`config.mk`:
```
export PLATFORM = sky130hd
export DESIGN_NAME = clk_div_prog
export DESIGN_NICKNAME = d
export VERILOG_FILES = /design/src/rtl/clk_div_prog.sv
export SDC_FILE = /design/constraint.sdc
export NUM_CORES = 1
export LEC_CHECK = 0
export BUFFER_PORTS_ARGS = -buffer_cell sky130_fd_sc_hd__buf_2
export CAP_MARGIN = 20
export CORE_MARGIN = 2
export CORE_UTILIZATION = 45
export DETAILED_ROUTE_END_ITERATION = 16
export PLACE_DENSITY = 0.67
export SLEW_MARGIN = 20
export SYNTH_ARGS = -nofsm -noshare
export SYNTH_HDL_FRONTEND = slang
export SYNTH_SLANG_ARGS = --single-unit
```
`constraint.sdc`:
```
create_clock -name clk -period 4.17 [get_ports clk]
set_input_delay 0.6255 -clock clk [delete_from_list [all_inputs] [get_ports clk]]
set_output_delay 0.6255 -clock clk [all_outputs]
set_load 0.05 [all_outputs]
```
`src/rtl/clk_div_prog.sv`:
```
// Runtime-programmable integer clock divider (D in [2, 2^WIDTH-1]) with a period-start tick.
// New divisors are staged through a load/busy handshake and applied only at a period wrap.
module clk_div_prog #(
  parameter int WIDTH     = 8,
  parameter int RESET_DIV = 2
) (
  input  logic             clk,
  input  logic             rst,
  input  logic             en,
  input  logic [WIDTH-1:0] div_val,
  input  logic             div_load,
  output logic             div_busy,
  output logic             div_err,
  output logic             clk_out,
  output logic             tick,
  output logic [WIDTH-1:0] cnt
);

  localparam logic [WIDTH-1:0] RST_DIV = WIDTH'(RESET_DIV);

  logic [WIDTH-1:0] cur_div;
  logic [WIDTH-1:0] pend_div;
  logic             pend_valid;

  logic [WIDTH-1:0] cnt_nxt;
  logic [WIDTH-1:0] div_nxt;
  logic [WIDTH-1:0] pend_div_nxt;
  logic             pend_valid_nxt;
  logic             clk_out_nxt;
  logic             tick_nxt;
  logic             wrap;
  logic             accept;
  logic             reject;
  logic [WIDTH:0]   half;

  assign div_busy = pend_valid;

  always_comb begin
    cnt_nxt        = cnt;
    div_nxt        = cur_div;
    pend_div_nxt   = pend_div;
    pend_valid_nxt = pend_valid;
    wrap           = (cnt == cur_div - WIDTH'(1));
    accept         = div_load && !pend_valid && (div_val >= WIDTH'(2));
    reject         = div_load && !accept;

    if (en) begin
      if (wrap) begin
        cnt_nxt = '0;
        if (pend_valid) begin
          div_nxt        = pend_div;
          pend_valid_nxt = 1'b0;
        end
      end else begin
        cnt_nxt = cnt + WIDTH'(1);
      end
    end

    // Acceptance needs pend_valid low, so it can never collide with an apply.
    if (accept) begin
      pend_valid_nxt = 1'b1;
      pend_div_nxt   = div_val;
    end

    // One extra bit keeps (D+1)>>1 exact at D = 2^WIDTH-1.
    half        = ({1'b0, div_nxt} + {{WIDTH{1'b0}}, 1'b1}) >> 1;
    clk_out_nxt = en ? ({1'b0, cnt_nxt} < half) : clk_out;
    tick_nxt    = en && (cnt_nxt == '0);
  end

  always_ff @(posedge clk) begin
    if (rst) begin
      cur_div    <= RST_DIV;
      cnt        <= RST_DIV - WIDTH'(1);
      pend_div   <= '0;
      pend_valid <= 1'b0;
      clk_out    <= 1'b0;
      tick       <= 1'b0;
      div_err    <= 1'b0;
    end else begin
      cur_div    <= div_nxt;
      cnt        <= cnt_nxt;
      pend_div   <= pend_div_nxt;
      pend_valid <= pend_valid_nxt;
      clk_out    <= clk_out_nxt;
      tick       <= tick_nxt;
      div_err    <= reject;
    end
  end

endmodule

```
==> results of run 1 <==
[layout make-up]
cell class | count | area [um2] | area share [%]
multi-input cells | 202 | 1419 | 60.71
flip-flops and latches | 28 | 564.3 | 24.14
repair buffers | 36 | 212.7 | 9.101
well taps | 52 | 65.06 | 2.784
clock buffers | 4 | 55.05 | 2.355
inverters | 5 | 21.27 | 0.9101
[power groups by stage]
stage	sequential (mW)	clock, mW	combinational (mW)
2_1_floorplan	0.348	0	0.195
3_3_place_gp	0.318	0	0.289
3_5_place_dp	0.319	0	0.292
4_1_cts	0.313	0.180	0.294
5_1_grt	0.318	0.189	0.350
6_report	0.315	0.175	0.320
[cell usage after synthesis, types with 2 or more instances]
cell type / number
sky130_fd_sc_hd__o21bai_1: 2
sky130_fd_sc_hd__nand4_1: 9
sky130_fd_sc_hd__a21oi_1: 15
sky130_fd_sc_hd__nor4_1: 3
sky130_fd_sc_hd__buf_6: 5
sky130_fd_sc_hd__nor2_1: 27
sky130_fd_sc_hd__ha_1: 10
sky130_fd_sc_hd__and3_1: 4
sky130_fd_sc_hd__o22ai_1: 2
sky130_fd_sc_hd__nor3_1: 11
sky130_fd_sc_hd__nand2_1: 19
sky130_fd_sc_hd__o21a_1: 2
sky130_fd_sc_hd__a31oi_1: 3
sky130_fd_sc_hd__o21ai_0: 10
sky130_fd_sc_hd__inv_1: 5
sky130_fd_sc_hd__dfxtp_1: 28
sky130_fd_sc_hd__buf_2: 3
sky130_fd_sc_hd__nor2b_1: 8
sky130_fd_sc_hd__nand3_1: 13
sky130_fd_sc_hd__mux2i_1: 11
sky130_fd_sc_hd__nor3b_1: 2
sky130_fd_sc_hd__xor2_1: 9
sky130_fd_sc_hd__clkbuf_1: 7
sky130_fd_sc_hd__nand2b_1: 2
sky130_fd_sc_hd__xnor2_1: 17
[critical path, stage by stage (launching register included)]
cell and delay [ns]:
sky130_fd_sc_hd__dfxtp_4 0.37, sky130_fd_sc_hd__inv_4 0.07, sky130_fd_sc_hd__ha_4 0.13, sky130_fd_sc_hd__buf_4 0.13
sky130_fd_sc_hd__nor2b_1 0.06, sky130_fd_sc_hd__or3_4 0.33, sky130_fd_sc_hd__a31oi_4 0.22, sky130_fd_sc_hd__nand4_1 0.20
sky130_fd_sc_hd__nor3_4 0.26, sky130_fd_sc_hd__a31o_4 0.19, sky130_fd_sc_hd__ha_4 0.16, sky130_fd_sc_hd__nand3_2 0.12
sky130_fd_sc_hd__nor2_4 0.12, sky130_fd_sc_hd__xnor2_1 0.07, sky130_fd_sc_hd__nor3_1 0.16, sky130_fd_sc_hd__a21oi_1 0.07
sky130_fd_sc_hd__ha_1 0.31, sky130_fd_sc_hd__a21o_1 0.16, sky130_fd_sc_hd__a21oi_1 0.14, sky130_fd_sc_hd__nor2b_1 0.06
sky130_fd_sc_hd__o41a_1 0.30, sky130_fd_sc_hd__a31oi_1 0.14, sky130_fd_sc_hd__o21a_1 0.13
[routing by layer]
metal  wire length [um]  GRT usage (%)  up-vias
met1               2415          28.57      895
met2               2366          32.61       41
met4                 53          6.499        0
met5                  0              0        -
li1                   -              -      946
met3                175          2.564        5
[flip-flops by register name (all words and copies together) (netlist names)]
register  count
tick          1
clk_out       1
div_busy      1
cur_div       8
cnt           8
div_err       1
pend_div      8
[how the worst max path moves through the flow]
stage / startpoint / endpoint / slack (ns) / depth (start not counted)
final: cur_div[1]$_SDFF_PP1_ / clk_out$_SDFFE_PP0P_ / 0.26 / 22
after global placement: cur_div[1]$_SDFF_PP1_ / clk_out$_SDFFE_PP0P_ / 0.26 / 21
after global routing: cur_div[1]$_SDFF_PP1_ / clk_out$_SDFFE_PP0P_ / -0.05 / 22
after CTS: cur_div[1]$_SDFF_PP1_ / clk_out$_SDFFE_PP0P_ / 0.13 / 21
after floorplan: cur_div[0]$_SDFF_PP0_ / clk_out$_SDFFE_PP0P_ / 0.13 / 22
after detailed placement: cur_div[1]$_SDFF_PP1_ / clk_out$_SDFFE_PP0P_ / 0.17 / 21
[through the flow]
step | worst slack [ns] | hold slack, ns | std cells | total power, mW | setup TNS, ns
after CTS | 0.1335 | 0.5457 | 326 | 0.7867 | 0
after floorplan | 0.1263 | 0.4745 | 251 | 0.5438 | 0
final | 0.2625 | 0.5297 | 327 | 0.8100 | 0
after detailed placement | 0.1741 | 0.5288 | 322 | 0.6108 | 0
after global routing | -0.05469 | 0.5838 | 327 | 0.8564 | -0.05469
after global placement | 0.2638 | 0.5273 | 322 | 0.6077 | 0
[cells in the final DEF, fill, tap and decap left out, types with 4 or more instances in the layout]
master and count:
sky130_fd_sc_hd__a21oi_1 15, sky130_fd_sc_hd__and3_1 4, sky130_fd_sc_hd__buf_2 23, sky130_fd_sc_hd__buf_4 13
sky130_fd_sc_hd__clkbuf_8 4, sky130_fd_sc_hd__dfxtp_1 27, sky130_fd_sc_hd__ha_1 8, sky130_fd_sc_hd__mux2i_1 11
sky130_fd_sc_hd__nand2_1 19, sky130_fd_sc_hd__nand3_1 11, sky130_fd_sc_hd__nand4_1 9, sky130_fd_sc_hd__nor2_1 25
sky130_fd_sc_hd__nor2b_1 8, sky130_fd_sc_hd__nor3_1 11, sky130_fd_sc_hd__o21ai_0 9, sky130_fd_sc_hd__xnor2_1 17
sky130_fd_sc_hd__xor2_1 9
[timing repair]
action / 4_1_cts / 5_1_grt
buffers inserted: 0 / 1
setup endpoints to repair: 0 / 1
resized for setup: 0 / 20
hold endpoints to repair: 0 / 0
[cells by family after synthesis]
| family | share of synthesized area (%) |
|---|---|
| adders and majority gates | 6.165 |
| AOI/OAI and AO/OA | 14.80 |
| DFF | 27.62 |
| buffers and inverters | 5.918 |
| muxes | 6.165 |
| and+or+nand+nor | 28.11 |
| xor gates and xnor gates | 11.22 |
==> summary by stage, run 1 <==
Critical path
The worst-path maximum fanout is 6. The flop-to-flop setup slack is 0.26 ns. STA classifies the critical path startpoint as a register. The startpoint of the worst register-to-register path is cur_div[1]$_SDFF_PP1_. At the worst endpoint, the required time is 4.42 ns.

STA classifies the critical path endpoint as a register. The critical path data arrival time is 4.15 ns. For the worst flop-to-flop path, the logic depth is 22.

The type of the setup path with the least slack is reg -> reg. In this run the critical register-to-register path is captured at clk_out$_SDFFE_PP0P_.

Synth
After synthesis, the largest area contributor takes up 27.62% of total cell area. In the post-synthesis netlist, the biggest area contributors are sky130_fd_sc_hd__dfxtp_1 (28%), sky130_fd_sc_hd__xnor2_1 (7.3%), sky130_fd_sc_hd__ha_1 (6.2%). The warning count from the yosys run is 0. The flip-flop and latch count after synthesis is 28.

The cell area after technology mapping is 2029 um2. Yosys mapped the design onto 49 distinct sky130hd cell types. The count of mapped cells out of synthesis is 251. After synthesis, the share of flip-flops with an asynchronous set or reset is 0%. The sequential cell area fraction in the yosys report is 27.62%. The number of nets handed over by synthesis was 273. Of all cell types, the one taking the most synthesized area is sky130_fd_sc_hd__dfxtp_1. In the synthesized netlist the dominant register cell turns out to be sky130_fd_sc_hd__dfxtp_1. The per-instance average area after synthesis is 8.085 um2. The number of synthesized flops with an enable pin is 0.

Timing
The peak clock frequency supported by timing is 0.2559 GHz. Between clock sinks in the finished design, the worst skew comes to 0.01854 ns. At the pin with the least slew margin, the transition time is 0.5871 ns.

The number of pins with negative max-slew slack in the final report is 0. The number of hold violations in the final report is 0. The final critical delay including setup and external delays is 3.908 ns. The portion of the clock cycle consumed by the worst path in the final layout is 93.71%.

The setup-violating endpoint count in the final report is 0. The tightest slew margin relative to the limit is 60.86%.

Power and ir drop
The switching power of the nets is 308.3 uW. The cell-internal power is 501.8 uW. Power spread over the standard cell area amounts to 346.6 nW/um2. The switching power share of the total is 38.06%. The relative contribution of combinational cells to total power is 39.5%. The clock network power share is 21.6%.

The power share of the sequential group is 38.9%. The highest ir drop seen on vdd is 0.0001609 V. The reported leakage power is 0.9823 nW.

Finish
The area growth from synthesis to final layout is 15.17%. The final core utilization is 53.68%. Of the cells placed in the final design, the portion with a size suffix greater than 1 is 21.82%. The cell area after layout is 2337 um2. 0 antenna diodes ended up in the layout. The net count reported at finish is 298.

The number of fill cells in the layout is 398.

Routing
Dividing the detail-routed wire length by the instance count gives 15.32 um. The number of violations reported at the end of detailed-routing iteration 0 is 92. The routed layout has 1887 vias.

Summed over all layers, the routed wires come to 5010 um. The number of antenna-violating nets in the routed design is 0. The first-pass detailed-route iteration total is 4.

The per-cell via count in the routed design is 5.771. The DRC violation count after routing is 0.

CTS
The number of buffers inserted during clock tree synthesis is 3. The TritonCTS clock tree is yes. The post-cts hold buffer count is 0. In this run the deepest clock path goes through 2 buffers. After clock tree synthesis, the clock-pin slew on the worst setup and hold paths is 0.11 ns. In this run the number of H-tree levels came out at 1. Clock tree synthesis found a total of 28 sinks. CTS placed an instance of sky130_fd_sc_hd__clkbuf_8 at the clock tree root.

The later-pin clock latency in the skew report is 0.29 ns.

Floorplan
In this run the vertical extent of the chip is 71.16 um. Once the floorplan was initialized, standard cells occupied 46.61% of the core. The die area is 5063 um2. The die is 71.16 um wide. The number of top-level pins is 24.

The initialized floorplan defines 24 standard-cell rows. The core area is 4354 um2.

Worst hold path
Along the worst hold path, the cell count comes to 2. For hold timing, the worst endpoint is cur_div[7]$_SDFF_PP0_. The worst hold path belongs to the class reg -> reg.

The worst hold path begins at pend_div[7]$_SDFFE_PP0P_.

Global routing
The via count of the first global-routing pass is 1696. The global-route wire length before repair is 8259 um. The initial antenna violation count was 0. After global routing the overflow that remains totals 0. The maximum number of pins on one net before global-route repair is 32. For this run, the total global-route usage over all layers was measured as 20.39%.

Placement
The HPWL after detailed placement is 3712 um. The cell area after placement is 2198 um2. The routability-driven placement congestion ratio is 0.8556. The count of input and output buffers is 23.

Job
Across the run, the number of max-cap violations was 0.

Outcome
The run finished with clean final reports.
Note: power is estimated with default switching activity, not from simulation.
==> run 2: changes to the inputs <==
--- a/config.mk
+++ b/config.mk
@@ -8,9 +8,8 @@
 export BUFFER_PORTS_ARGS = -buffer_cell sky130_fd_sc_hd__buf_2
 export CAP_MARGIN = 20
 export CORE_MARGIN = 2
-export CORE_UTILIZATION = 45
+export CORE_UTILIZATION = 32
 export DETAILED_ROUTE_END_ITERATION = 16
-export PLACE_DENSITY = 0.67
 export SLEW_MARGIN = 20
 export SYNTH_ARGS = -nofsm -noshare
 export SYNTH_HDL_FRONTEND = slang
==> constraint.sdc (replaced) <==
create_clock -name clk -period 4.3 [get_ports clk]
set_input_delay 0.645 -clock clk [delete_from_list [all_inputs] [get_ports clk]]
set_output_delay 0.645 -clock clk [all_outputs]
set_load 0.05 [all_outputs]
==> run 2 against run 1 <==
Effect of this change: fmax fell by 3.0%; final cell count rose by 7.0%; critical endpoint unchanged; combinational power is 6.9% lower; clock power up 25%; total power grew 1.4%; die area up 38%; cell area fell by 0.80%; worst hold slack gained 0.0026 ns; highest routed layer unchanged; largest cell class unchanged; routed wire length down 0.60%.
==> summary by stage, run 2 (synthesis results as in run 1) <==
Power and ir drop
The highest ir drop seen on vdd is 0.0001445 V (-10%). The power share of the sequential group is 37.0% (-1.9 points). The clock network power share is 26.7% (+5.1 points).

The relative contribution of combinational cells to total power is 36.3% (-3.2 points). The ratio of total power to cell area is 354.4 nW/um2 (+2.3%). The reported leakage power is 0.9739 nW (-0.86%).

The switching power share of the total was 36.67% (-1.4 points). The switching power of the nets is 301.3 uW (-2.3%). The cell-internal power is 520.4 uW (+3.7%).

Timing
The number of hold violations in the final report is 0 (unchanged). The clock skew after layout was 0.003946 ns (-0.01460 ns). The final-layout setup total negative slack was 0 ns (unchanged). The tightest slew margin relative to the limit is 61.73% (+0.87 points). The worst hold margin is 0.5323 ns (+0.002628 ns).

The number of pins with negative max-slew slack in the final report is 0 (unchanged). The portion of the clock cycle consumed by the worst path in the final layout is 93.64% (about the same). The transition time at the pin with the least slew margin is 0.5741 ns (-0.01304 ns). The peak clock frequency supported by timing was 0.2484 GHz (-3.0%).

The final critical delay including setup and external delays is 4.027 ns (+0.1190 ns). The setup-violating endpoint count in the final report came to 0 (unchanged).

Critical path
The worst-path maximum fanout is 8 (+2). The critical path data arrival time came to 4.27 ns (+0.12 ns). On the critical path the largest part of the delay comes from compound AO/OA/AOI/OAI gates. The data required time at the worst endpoint is 4.54 ns (+0.12 ns). The cell type of the slowest stage on the worst timing path is sky130_fd_sc_hd__or3_1. The combined buffer and inverter count along the critical path is 1 (-1). The endpoint type of the worst setup path is a register.

The delay of the slowest cell on the worst path came to 0.40 ns (+0.03 ns). The critical path goes through inv_1 > ha_2 > nor2b_1 > or3_1 > a31oi_4 > nand4_1 > nor3_4 > a31o_2 > ha_2 > nand3_1 > nor2_2 > xor2_1 > a21oi_1 > ha_1 > a21o_1 > a21oi_1 > nor2b_1 > o41a_1 > a31oi_1 > o21a_1. The worst setup path is launched from a register. The type of the setup path with the least slack is reg -> reg.

Floorplan
The number of placement rows is 29 (+21%). The number of top-level pins is 24 (unchanged). The core area is 6241 um2 (+43%). The effective utilization at floorplan is 32.52% (-14 points). The vertical die dimension came to 83.64 um (+18%). The width of the die came to 83.64 um (+18%).

The die area came to 6995 um2 (+38%).

Global routing
The initial antenna violation count is 0 (unchanged). The maximum number of pins on one net before global-route repair is 32 (unchanged). The total congestion overflow after global routing is 0 (unchanged).

The global-route wire length before repair is 8507 um (+3.0%). The all-layer global routing usage is 14.80% (-5.6 points). The via count of the first global-routing pass came to 1706 (+0.59%).

CTS
The clock slew at the register clock pins of the worst setup and hold paths is 0.11 ns (about the same). CTS placed an instance of sky130_fd_sc_hd__clkbuf_8 at the clock tree root. The number of buffers inserted during clock tree synthesis is 3 (unchanged).

The later-pin clock latency in the skew report came to 0.29 ns (about the same). The total number of H-tree levels is 1 (unchanged). The TritonCTS clock tree is yes.

The clock sink count was 28 (unchanged). The post-cts hold buffer count is 0 (unchanged). The maximum root-to-sink buffer count came to 2 (unchanged).

Outcome
The run finished with clean final reports.

Routing
The mean routed wirelength per cell came to 14.23 um (-7.1%). The vias after detailed routing is 1844 (-2.3%). The number of violations reported at the end of detailed-routing iteration 0 is 75 (-18%). The number of antenna-violating nets in the routed design is 0 (unchanged). The per-cell via count in the routed design is 5.269 (-8.7%). The total wire length was 4980 um (-0.60%).

The DRC violation count after routing came to 0 (unchanged). The first-pass detailed-route iteration total is 4 (unchanged).

Finish
The count of inserted antenna diode cells was 0 (unchanged). The area of the multi-input gates was 1373 um2 (-3.3%). Leaving out fill and tap cells, the most frequent cell in the layout is sky130_fd_sc_hd__dfxtp_1. The cell area after layout is 2318 um2 (-0.80%). The number of fill cells in the layout came to 679 (+71%). The net count reported at finish is 296 (-0.67%). The largest registers in the layout are cnt x8, cur_div x8, pend_div x8. The area growth from synthesis to layout is 14.24%. The share of layout cells above drive strength 1 is 19.41% (-2.4 points). The area occupied by registers is 561.8 um2 (-0.44%).

The final core utilization came to 37.15% (-17 points). The top cell types in the final layout, fill and taps aside, are sky130_fd_sc_hd__dfxtp_1 (27), sky130_fd_sc_hd__nor2_1 (25), sky130_fd_sc_hd__buf_2 (23).

Job
The number of maximum-capacitance violations is 0 (unchanged).

Placement
The half-perimeter wire length of the detailed placement result is 3734 um (+0.61%). The cell area after placement is 2207 um2 (+0.40%). The routability-driven placement congestion ratio is 0.8464 (-1.1%). The count of input and output buffers is 23 (unchanged).

Worst hold path
The worst hold path class is reg -> reg.
[run 2: repair_timing]
action / CTS / global route
gates resized for setup: 0 / 7
setup buffers: 0 / 2
endpoints found under the setup margin: 0 / 1
[run 2: per-stage QoR]
step                setup slack, ns  std cells  total power [mW]
global route              -0.002148        350            0.8708
global placement             0.2473        344            0.5916
finish                       0.2735        350            0.8217
CTS                          0.1290        348            0.8159
floorplan                    0.2563        251            0.5274
detailed placement           0.1720        344            0.5937
[run 2: final timing paths]
kind                                               start                     to  slack [ns]  cells past startpoint
worst max-delay path               cur_div[1]$_SDFF_PP1_   clk_out$_SDFFE_PP0P_        0.27                     20
worst min-delay path            pend_div[0]$_SDFFE_PP0P_  cur_div[0]$_SDFF_PP0_        0.53                      2
worst max register to register     cur_div[1]$_SDFF_PP1_   clk_out$_SDFFE_PP0P_        0.27                     20
worst min register to register  pend_div[0]$_SDFFE_PP0P_  cur_div[0]$_SDFF_PP0_        0.53                      2
[run 2: power groups by stage]
stage | sequential [mW] | clock (mW) | combinational (mW)
CTS | 0.303 | 0.227 | 0.286
finish | 0.304 | 0.219 | 0.298
floorplan | 0.338 | 0 | 0.189
detailed placement | 0.309 | 0 | 0.284
global placement | 0.309 | 0 | 0.283
global route | 0.309 | 0.233 | 0.329
[run 2: layout make-up]
type	instances	share of cell area (%)
well taps	77	4.155
inverters	5	0.8095
clock buffers	3	1.781
clock inverters	1	1.295
multi-input cells	202	59.20
flip-flops and latches	28	24.23
repair buffers	34	8.527
[run 2: worst min-delay path: cells and delay by family (launching register included)]
kind	cells	cell delay, ns
compound gates	1	0.06
flops	1	0.34
simple gates	1	0.09
[run 2: layer usage]
layer	GRT usage (%)	vias to the layer above	part of all wire, %
met1	21.16	871	51
met3	2.077	5	2.5
li1	-	941	-
met5	0	-	0
met4	4.399	0	1.2
met2	23.13	27	45
